[config.mk]
export PLATFORM = sky130hd
export DESIGN_NAME = serial_to_parallel_packer_flat
export DESIGN_NICKNAME = d
export VERILOG_FILES = /design/src/rtl/ser2par_pkg.sv /design/src/rtl/serial_to_parallel_packer_if.sv /design/src/rtl/stream_out_reg.sv /design/src/rtl/serial_to_parallel_packer.sv /design/src/flat_wrapper.sv
export SDC_FILE = /design/constraint.sdc
export NUM_CORES = 1
export LEC_CHECK = 0
export ABC_AREA = 1
export ABC_CLOCK_PERIOD_IN_PS = 1750
export BUFFER_PORTS_ARGS = -buffer_cell sky130_fd_sc_hd__buf_2
export CAP_MARGIN = 40
export CORE_MARGIN = 2
export CORE_UTILIZATION = 54
export CTS_CLUSTER_DIAMETER = 50
export DETAILED_ROUTE_END_ITERATION = 12
export GPL_ROUTABILITY_DRIVEN = 0
export PLACE_DENSITY_LB_ADDON = 0.25
export SLEW_MARGIN = 20
export SYNTH_ARGS = -nofsm -noshare
export SYNTH_HDL_FRONTEND = slang
export SYNTH_SLANG_ARGS = --single-unit
[constraint.sdc]
create_clock -name clk -period 1.75 [get_ports clk]
set_clock_uncertainty 0.1 [all_clocks]
set_input_delay 0.175 -clock clk [delete_from_list [all_inputs] [get_ports clk]]
set_output_delay 0.175 -clock clk [all_outputs]
set_load 0.05 [all_outputs]
[src/rtl/ser2par_pkg.sv]
// +----------------------------------------------------------------------------+
// | ser2par_pkg : shared widths and slot arithmetic for the serial packer      |
// | Revision    : 1.0                                                          |
// +----------------------------------------------------------------------------+
`default_nettype none

package ser2par_pkg;

  localparam int STAT_WORDS_W = 32;
  localparam int STAT_FLUSH_W = 16;

  // Width needed to hold an element count in the range 0..elems.
  function automatic int count_width(input int elems);
    return $clog2(elems + 1);
  endfunction

  function automatic int slot_lo(input int slot, input int in_size, input int out_size,
                                 input bit msb_first);
    return msb_first ? (out_size - (slot + 1) * in_size) : (slot * in_size);
  endfunction

endpackage

`default_nettype wire

[src/rtl/serial_to_parallel_packer_if.sv]
// +----------------------------------------------------------------------------+
// | serial_to_parallel_packer_if : serial-in / word-out stream handshakes      |
// | Revision                     : 1.0                                         |
// +----------------------------------------------------------------------------+
`default_nettype none

interface serial_to_parallel_packer_if #(
  parameter int IN_W  = 1,
  parameter int OUT_W = 8,
  parameter int CNT_W = 4
) ();

  logic             in_ready;
  logic             in_valid;
  logic [IN_W-1:0]  in_data;
  logic             in_last;
  logic             out_ready;
  logic             out_valid;
  logic [OUT_W-1:0] out_data;
  logic [CNT_W-1:0] out_count;
  logic             out_last;

  modport master (
    output in_valid, in_data, in_last, out_ready,
    input  in_ready, out_valid, out_data, out_count, out_last
  );

  modport slave (
    input  in_valid, in_data, in_last, out_ready,
    output in_ready, out_valid, out_data, out_count, out_last
  );

endinterface

`default_nettype wire

[src/rtl/stream_out_reg.sv]
// +----------------------------------------------------------------------------+
// | stream_out_reg : one-entry valid/ready register with data/count/last       |
// | Revision       : 1.0                                                       |
// +----------------------------------------------------------------------------+
`default_nettype none

module stream_out_reg #(
  parameter int DATA_W = 8,
  parameter int CNT_W  = 4
) (
  input  logic              clk,
  input  logic              rstn,
  input  logic              clear,
  input  logic              load,
  input  logic [DATA_W-1:0] load_data,
  input  logic [CNT_W-1:0]  load_count,
  input  logic              load_last,
  output logic              can_load,
  input  logic              ready,
  output logic              valid,
  output logic [DATA_W-1:0] data,
  output logic [CNT_W-1:0]  count,
  output logic              last
);

  // Loading while the held word is being taken keeps one word per cycle.
  assign can_load = !valid || ready;

  always_ff @(posedge clk or negedge rstn) begin
    if (!rstn) begin
      valid <= 1'b0;
      data  <= '0;
      count <= '0;
      last  <= 1'b0;
    end else if (clear) begin
      valid <= 1'b0;
      data  <= '0;
      count <= '0;
      last  <= 1'b0;
    end else if (load) begin
      valid <= 1'b1;
      data  <= load_data;
      count <= load_count;
      last  <= load_last;
    end else if (ready) begin
      valid <= 1'b0;
    end
  end

endmodule

`default_nettype wire

[src/rtl/serial_to_parallel_packer.sv]
// +----------------------------------------------------------------------------+
// | serial_to_parallel_packer : packs INPUT_SIZE beats into OUTPUT_SIZE words  |
// | Optional macro SER2PAR_STATS_EN adds stat_words / stat_flush counters.     |
// | Revision                  : 1.0                                            |
// +----------------------------------------------------------------------------+
`default_nettype none

module serial_to_parallel_packer
  import ser2par_pkg::*;
#(
  parameter int INPUT_SIZE  = 1,
  parameter int OUTPUT_SIZE = 8,
  parameter int MSB_FIRST   = 1
) (
  input  logic clk,
  input  logic rstn,
  input  logic clear,
  serial_to_parallel_packer_if.slave bus
`ifdef SER2PAR_STATS_EN
  ,
  output logic [STAT_WORDS_W-1:0] stat_words,
  output logic [STAT_FLUSH_W-1:0] stat_flush
`endif
);

  localparam int ELEMS = OUTPUT_SIZE / INPUT_SIZE;
  localparam int CW    = count_width(ELEMS);
  localparam logic [CW-1:0] FULL = CW'(ELEMS);

  if ((OUTPUT_SIZE % INPUT_SIZE) != 0 || OUTPUT_SIZE < INPUT_SIZE) begin : g_size_check
    $error("OUTPUT_SIZE must be a non-zero multiple of INPUT_SIZE");
  end

  logic [OUTPUT_SIZE-1:0] acc_data;
  logic [CW-1:0]          acc_cnt;
  logic                   acc_last;
  logic                   acc_done;

  logic [OUTPUT_SIZE-1:0] nxt_data;
  logic [CW-1:0]          nxt_cnt;
  logic                   nxt_last;
  logic                   nxt_done;
  logic [OUTPUT_SIZE-1:0] base_data;
  logic [CW-1:0]          base_cnt;

  logic                   can_load;
  logic                   xfer;
  logic                   accept;
  logic                   out_valid;
  logic [OUTPUT_SIZE-1:0] out_data;
  logic [CW-1:0]          out_count;
  logic                   out_last;

  assign xfer         = acc_done && can_load;
  assign bus.in_ready = rstn && !clear && (!acc_done || xfer);
  assign accept       = bus.in_valid && bus.in_ready;

  // A word leaving this cycle frees the accumulator, so a new beat lands in slot 0 of a zeroed word.
  always_comb begin
    base_cnt  = xfer ? '0 : acc_cnt;
    base_data = xfer ? '0 : acc_data;
    nxt_data  = base_data;
    nxt_cnt   = base_cnt;
    nxt_last  = xfer ? 1'b0 : acc_last;
    nxt_done  = xfer ? 1'b0 : acc_done;
    if (accept) begin
      for (int s = 0; s < ELEMS; s++) begin
        if (base_cnt == CW'(s)) begin
          nxt_data[slot_lo(s, INPUT_SIZE, OUTPUT_SIZE, MSB_FIRST != 0) +: INPUT_SIZE] = bus.in_data;
        end
      end
      nxt_cnt  = base_cnt + CW'(1);
      nxt_last = bus.in_last;
      nxt_done = bus.in_last || (nxt_cnt == FULL);
    end
  end

  always_ff @(posedge clk or negedge rstn) begin
    if (!rstn) begin
      acc_data <= '0;
      acc_cnt  <= '0;
      acc_last <= 1'b0;
      acc_done <= 1'b0;
    end else if (clear) begin
      acc_data <= '0;
      acc_cnt  <= '0;
      acc_last <= 1'b0;
      acc_done <= 1'b0;
    end else begin
      acc_data <= nxt_data;
      acc_cnt  <= nxt_cnt;
      acc_last <= nxt_last;
      acc_done <= nxt_done;
    end
  end

  stream_out_reg #(
    .DATA_W (OUTPUT_SIZE),
    .CNT_W  (CW)
  ) u_out_reg (
    .clk        (clk),
    .rstn       (rstn),
    .clear      (clear),
    .load       (xfer),
    .load_data  (acc_data),
    .load_count (acc_cnt),
    .load_last  (acc_last),
    .can_load   (can_load),
    .ready      (bus.out_ready),
    .valid      (out_valid),
    .data       (out_data),
    .count      (out_count),
    .last       (out_last)
  );

  assign bus.out_valid = out_valid;
  assign bus.out_data  = out_data;
  assign bus.out_count = out_count;
  assign bus.out_last  = out_last;

`ifdef SER2PAR_STATS_EN
  always_ff @(posedge clk or negedge rstn) begin
    if (!rstn) begin
      stat_words <= '0;
      stat_flush <= '0;
    end else if (clear) begin
      stat_words <= '0;
      stat_flush <= '0;
    end else if (out_valid && bus.out_ready) begin
      stat_words <= stat_words + STAT_WORDS_W'(1);
      if (out_last && (out_count != FULL) && (stat_flush != '1)) begin
        stat_flush <= stat_flush + STAT_FLUSH_W'(1);
      end
    end
  end
`endif

endmodule

`default_nettype wire

[src/flat_wrapper.sv]
// flat-port wrapper written by rule: the top's interface ports become plain ports
module serial_to_parallel_packer_flat import ser2par_pkg::*;
#(
  parameter int INPUT_SIZE  = 1,
  parameter int OUTPUT_SIZE = 8,
  parameter int MSB_FIRST   = 1
)
  (clk, rstn, clear, bus_in_valid, bus_in_data, bus_in_last, bus_out_ready, bus_in_ready, bus_out_valid, bus_out_data, bus_out_count, bus_out_last);
  serial_to_parallel_packer_if #(.IN_W(1), .OUT_W(8), .CNT_W(4)) bus_i ();
  input  logic clk;
  input  logic rstn;
  input  logic clear;
  input wire logic [$bits(bus_i.in_valid)-1:0] bus_in_valid;
  input wire logic [$bits(bus_i.in_data)-1:0] bus_in_data;
  input wire logic [$bits(bus_i.in_last)-1:0] bus_in_last;
  input wire logic [$bits(bus_i.out_ready)-1:0] bus_out_ready;
  output wire logic [$bits(bus_i.in_ready)-1:0] bus_in_ready;
  output wire logic [$bits(bus_i.out_valid)-1:0] bus_out_valid;
  output wire logic [$bits(bus_i.out_data)-1:0] bus_out_data;
  output wire logic [$bits(bus_i.out_count)-1:0] bus_out_count;
  output wire logic [$bits(bus_i.out_last)-1:0] bus_out_last;
  assign bus_i.in_valid = bus_in_valid;
  assign bus_i.in_data = bus_in_data;
  assign bus_i.in_last = bus_in_last;
  assign bus_i.out_ready = bus_out_ready;
  assign bus_in_ready = bus_i.in_ready;
  assign bus_out_valid = bus_i.out_valid;
  assign bus_out_data = bus_i.out_data;
  assign bus_out_count = bus_i.out_count;
  assign bus_out_last = bus_i.out_last;
  serial_to_parallel_packer #(.INPUT_SIZE(INPUT_SIZE), .OUTPUT_SIZE(OUTPUT_SIZE), .MSB_FIRST(MSB_FIRST)) u_core (.clk(clk), .rstn(rstn), .clear(clear), .bus(bus_i));
endmodule
==> qor.yml, run 1 <==
layout:
  drive_gt1_share_pct: 20.2
  nFillCells: 211
  multi_input_area_sq_um: 553
  antenna_cells: 0
  num-nets-final: 197
  regArea_sq_um: 701
  postLayoutCellArea_sq_mm: 0.00154
  instances_no_fill: 218
  area_delta_synth_final_pct: 15.1
routing:
  drt_iter0_markers: 34
  detail-route-antenna-nets: 0
  drc: 0
  vias_per_cell: 5.19
  num_vias: 1132
  wirelength_microns: 2660
  wl_per_cell_microns: 12.2
  first_pass_iters: 4
worst_setup_path:
  worstPathMaxFanout: 2
  arrival_ns: 1.40
  max_stage_delay_ns: 0.52
  crit_family: "buffers and inverters"
  reg2reg_depth: 5
  crit_buf_inv: 5
  cp.required_ns: 1.47
  start_kind: "primary input"
  crit_type: "in2out"
  r2r_setup_slack_ns: 0.25
  slowest_stage: "dlygate4sd3_1"
  rr_endpoint: "u_core.acc_done"
  cp-end-kind: "output port"
  setup.worst_path.start: "rstn"
  reg2reg_from: "u_core.acc_done"
  crit_chain: "dlygate4sd3_1 > buf_2 > inv_1 > nor2_4 > nand2_2 > inv_1 > buf_2"
floorplanning:
  row_count: 18
  dieHeight_microns: 53.7
  dieArea_sq_mm: 0.00288
  core_area_sq_mm: 0.00241
  io-pin-count: 22
  die_w_microns: 53.7
  start_util_pct: 55.3
logic_synthesis:
  syn-mean-instance-area_sq_um: 8.18
  yosys_warnings: 0
  synthCells: 163
  synth_seq_cells: 28
  seq_area_frac_synth_pct: 52.5
  synth_nets: 170
  synth_area_sq_mm: 0.00133
  synthDistinctLibCells: 22
cts:
  cts_root_buf: "clkbuf_4"
  clk_pin_slew_ns: 0.14
  h-tree-depth: 1
  clock_path_buffers: 2
  cts_tree: "built"
  numCtsBuffers: 3
  cts.sinks: 28
  insertion_delay_ns: 0.32
  post-cts-setup-buffers: 0
sta:
  whs_ns: 0.0228
  worstMarginPinSlew_ns: 0.417
  fin_crit_sh_pct: 95.7
  final_hold_viol_count: 0
  fmax_mhz: 597
  setup_violations: 0
  slew_viol_final: 0
  finalSetupTns_ns: 0
  slew_headroom_pct: 72.1
  rsz0062_at_grt: "false"
  fin_crit_ns: 1.67
global_routing:
  grt_pass1_vias: 1091
  track_usage_pct: 22.0
  grt_max_degree: 29
  antenna_found_initial: 0
  grt-ovfl-total: 0
  grt_pass1_wl_microns: 4630
pwr:
  pwr-share-comb_pct: 10.8
  power_frac_seq_pct: 64.3
  leakage_nw: 0.794
  power_density_mw_per_mm2: 670
  clkPwrFrac_pct: 24.9
  p_sw_share_pct: 25.6
  internal-power_mw: 0.765
  switchingPower_mw: 0.263
  ir_drop_uv: 432
placement:
  io_buffers: 21
  dp_hpwl_microns: 1960
  place_area_sq_mm: 0.00147
  dp.cells: 212
hold_path:
  hold_path_class: "in2reg"
  min_from: "clear"
  hold_end: "u_core.u_out_reg.valid"
  worstHoldPathCells: 2
status:
  outcome: "completed"
job:
  cap_viol_max_count: 0
[timing repair]
action	4_1_cts	5_1_grt
hold buffers	3	0
setup endpoints to repair	0	13
hold endpoints to repair	30	0
resized for setup	0	3
[routing by layer]
| layer | GRT usage, % | wire, microns |
|---|---|---|
| met5 | 0 | 0 |
| met4 | 8.12 | 20 |
| met3 | 3.06 | 117 |
| met2 | 36.2 | 1310 |
| met1 | 29.3 | 1210 |
[registers in the layout, summed over array words and instances, names as in the netlist]
signal                  cells
u_core.acc_data             8
u_core.u_out_reg.data       8
u_core.acc_cnt              4
u_core.u_out_reg.count      4
u_core.acc_done             1
u_core.acc_last             1
u_core.u_out_reg.last       1
u_core.u_out_reg.valid      1
[stage by stage]
stage	power, mW	util, %	setup slack, ns
final	1.03	63.7	0.0760
after global routing	1.07	63.7	0.0176
after CTS	1.03	63.1	0.00950
after detailed placement	0.776	60.9	0.0221
after global placement	0.773	60.9	0.148
after floorplan	0.737	-	0.117
[synth_stat cells, drive strengths merged]
cell / n / area share [%]
a21oi: 8 / 3.3
inv: 21 / 5.9
nand4: 2 / 0.94
clkbuf: 1 / 0.28
buf: 2 / 0.94
o211ai: 1 / 0.56
dfrtp: 28 / 53
nor2: 28 / 9.9
nor3: 1 / 0.37
nand2: 42 / 13
nand3: 15 / 6.9
o21ai: 14 / 5.5
[layout by cell type, fill, tap and decap left out, types with 2 or more instances in the layout]
cell	count
a21oi_1	7
nand4_1	2
inv_1	21
buf_2	21
dfrtp_1	28
o21ai_0	12
nor2_1	23
clkbuf_4	3
dlygate4sd3_1	3
nand2_1	38
nand3_1	13
nand2_2	3
nor2_4	4
[power groups by stage]
stage          registers, mW  clock network [mW]  logic (mW)
6_report               0.661               0.256       0.111
3_5_place_dp           0.673                   0       0.103
5_1_grt                0.662               0.286       0.125
3_3_place_gp           0.672                   0       0.101
4_1_cts                0.660               0.260       0.109
2_1_floorplan          0.678                   0      0.0595
[cell type report]
class / instances / area share (%)
timing repair buffer: 25 / 9.29
tap: 30 / 2.44
sequential: 28 / 45.6
clock buffer: 3 / 1.47
multi-input combinational: 111 / 36.0
inverter: 21 / 5.13
[kinds of logic after synthesis]
family | share of synthesized area, %
simple gates | 31.0
flops | 52.5
buf+inv | 7.13
compound gates | 9.38
[how the worst max path moves through the flow]
stage,end,slack [ns],cells past startpoint
floorplan,u_core.acc_cnt[3],0.12,7
global route,bus_in_ready,0.02,4
finish,bus_in_ready,0.08,7
CTS,u_core.u_out_reg.data[2],0.01,4
global placement,u_core.u_out_reg.data[4],0.15,4
detailed placement,u_core.u_out_reg.count[1],0.02,4
(Power assumes the default switching activity.)
==> run 2, diff against run 1 <==
--- a/config.mk
+++ b/config.mk
@@ -7,12 +7,12 @@
 export LEC_CHECK = 0
 export ABC_AREA = 1
 export ABC_CLOCK_PERIOD_IN_PS = 1750
-export BUFFER_PORTS_ARGS = -buffer_cell sky130_fd_sc_hd__buf_2
 export CAP_MARGIN = 40
 export CORE_MARGIN = 2
-export CORE_UTILIZATION = 54
+export CORE_UTILIZATION = 61
 export CTS_CLUSTER_DIAMETER = 50
 export DETAILED_ROUTE_END_ITERATION = 12
+export DONT_BUFFER_PORTS = 1
 export GPL_ROUTABILITY_DRIVEN = 0
 export PLACE_DENSITY_LB_ADDON = 0.25
 export SLEW_MARGIN = 20
==> run 2 against run 1 <==
Against the previous run:
- count of clock-buffer cells in the layout stayed put
- non-clock buffer count fell by 16
- sequential cell count did not move
- setup slack improved by 0.0050 ns
- sequential share of layout area up 2.1 points
- largest power group unchanged
- highest routed layer unchanged
==> qor.yml, run 2 (synthesis gave the netlist of run 1 again) <==
floorplanning:
  core_area_sq_mm: 0.00202  # -16%
  row_count: 16  # -2
  dieArea_sq_mm: 0.00258  # -11%
  die_w_microns: 50.8  # -5.5%
  dieHeight_microns: 50.8  # -5.5%
  io-pin-count: 22  # unchanged
  start_util_pct: 66.0  # +11 points
cts:
  numCtsBuffers: 3  # unchanged
  clock_path_buffers: 2  # unchanged
  clk_pin_slew_ns: 0.13  # about the same
  insertion_delay_ns: 0.31  # about the same
  h-tree-depth: 1  # unchanged
  cts_tree: "built"
  cts_resized: 0  # unchanged
  cts.sinks: 28  # unchanged
  cts_root_buf: "clkbuf_4"
placement:
  dp_slack_ns: 0.236  # +0.214 ns
  place_area_sq_mm: 0.00137  # -6.4%
  io_buffers: 0  # -100%
  dp_hpwl_microns: 1970  # +0.27%
global_routing:
  grt_pass1_vias: 1013  # -7.1%
  track_usage_pct: 23.7  # +1.7 points
  use_met2_pct: 38.2  # +2.0 points
  antenna_found_initial: 0  # unchanged
  grt-ovfl-total: 0  # unchanged
  met3_usage_pct: 3.27  # +0.22 points
  grt_use_met1_pct: 33.6  # +4.3 points
  grt_pass1_wl_microns: 4570  # -1.3%
  grt_most_used_layer: "met2"
  grt_max_degree: 29  # unchanged
sta:
  final_hold_viol_count: 0  # unchanged
  finalSetupTns_ns: 0  # unchanged
  fin_crit_sh_pct: 95.4  # -0.29 points
  slew_headroom_pct: 66.8  # -5.3 points
  fin_crit_ns: 1.67  # -0.00500 ns
  setup_violations: 0  # unchanged
  worst_slack_ns: 0.0810  # +0.00500 ns
  worstMarginPinSlew_ns: 0.497  # +0.0800 ns
  slew_viol_final: 0  # unchanged
  fmax_mhz: 599  # +0.30%
  rsz0062_at_grt: "false"
worst_setup_path:
  arrival_ns: 1.39  # about the same
  r2r_setup_slack_ns: 0.22  # -0.03 ns
  cp.required_ns: 1.47  # about the same
  slowest_stage: "dfrtp_1"
  reg2reg_from: "u_core.acc_done"
  rr_endpoint: "u_core.u_out_reg.data[2]"
  start_kind: "flip-flop"
  crit_type: "reg2out"
  crit_buf_inv: 1  # -4
  worstPathMaxFanout: 4  # +2
  max_stage_delay_ns: 0.45  # -0.07 ns
  cp-end-kind: "output port"
  reg2reg_depth: 5  # unchanged
  crit_family: "flip-flops"
  crit_chain: "nand3_1 > nand2_2 > inv_1"
routing:
  detail-route-antenna-nets: 0  # unchanged
  wirelength_microns: 2740  # +3.3%
  wl_per_cell_microns: 13.8  # +13%
  num_vias: 1134  # +0.18%
  vias_per_cell: 5.70  # +9.7%
  drt_iter0_markers: 47  # +38%
  drc: 0  # unchanged
  first_pass_iters: 4  # unchanged
hold_path:
  min_from: "clear"
  hold_path_class: "in2reg"
  worstHoldPathCells: 3  # +1
  hold_end: "u_core.acc_cnt[0]"
layout:
  num-nets-final: 181  # -8.1%
  area_delta_synth_final_pct: 9.94
  drive_gt1_share_pct: 11.0  # -9.2 points
  antenna_cells: 0  # unchanged
  final_cell_mix: "39 x nand2_1, 28 x dfrtp_1, 23 x nor2_1, 21 x inv_1, 13 x nand3_1"
  mostFrequentLayoutCell: "nand2_1"
  postLayoutCellArea_sq_mm: 0.00147  # -4.5%
  reg_top3: "u_core.acc_data: 8 flops, u_core.u_out_reg.data: 8 flops"
pwr:
  ir_drop_uv: 489  # +13%
  power_density_mw_per_mm2: 696  # +3.9%
  leakage_nw: 0.713  # -10%
status:
  outcome: "completed"
job:
  cap_viol_max_count: 0  # unchanged
-- run 2: changes by cell type in the layout (fill, tap and decap cells not counted), sizes merged --
cell / before / now
buf: 22 / 4
dlygate4sd3: 3 / 5
-- run 2: repair_timing --
action	in CTS	in global routing
hold buffers	6	0
setup buffers	0	0
hold endpoints to repair	36	0
setup endpoints to repair	0	0
-- run 2: area by class of cell --
class | count | area [sq um]
flip-flops and latches | 28 | 701
fillers | 139 | 556
multi-input cells | 111 | 538
repair buffers | 9 | 92.6
inverters | 21 | 78.8
well taps | 27 | 33.8
clock buffers | 3 | 22.5
-- run 2: per-stage QoR --
| step | power [mW] | utilization, % | instances | hold slack [ns] |
|---|---|---|---|---|
| floorplan | 0.737 | - | 163 | -0.221 |
| finish | 1.02 | 72.5 | 199 | 0.00352 |
| CTS | 1.03 | 72.5 | 199 | 0.00271 |
| detailed placement | 0.753 | 67.9 | 190 | -0.220 |
| global route | 1.06 | 72.5 | 199 | 0.0104 |
| global placement | 0.750 | 67.9 | 190 | -0.220 |
-- run 2: worst max path at each step --
stage          slack [ns]              startpoint  cells past startpoint                       end
3_3_place_gp         0.35         u_core.acc_done                      6         u_core.acc_cnt[3]
5_1_grt              0.03  u_core.u_out_reg.valid                      3              bus_in_ready
3_5_place_dp         0.24         u_core.acc_done                      5  u_core.u_out_reg.data[2]
4_1_cts              0.09         u_core.acc_done                      3              bus_in_ready
6_report             0.08  u_core.u_out_reg.valid                      3              bus_in_ready
2_1_floorplan        0.12  u_core.u_out_reg.valid                      7         u_core.acc_cnt[3]
-- run 2: power breakdown --
part           leakage, nW  internal (mW)  switching (mW)
Sequential           0.389          0.654         0.00995
Combinational        0.310         0.0335          0.0721
Clock               0.0138         0.0806           0.171
-- run 2: metal layers --
metal	vias to the layer above	wire (microns)	part of all wire (%)
met4	0	31	1.1
met5	-	0	0
met3	4	165	6.0
li1	536	-	-
met2	52	1300	47
met1	542	1250	46
-- run 2: tightest hold or removal path: cells and delay by family --
kind            cells  cell delay, ns
compound gates      1            0.07
simple gates        2            0.15
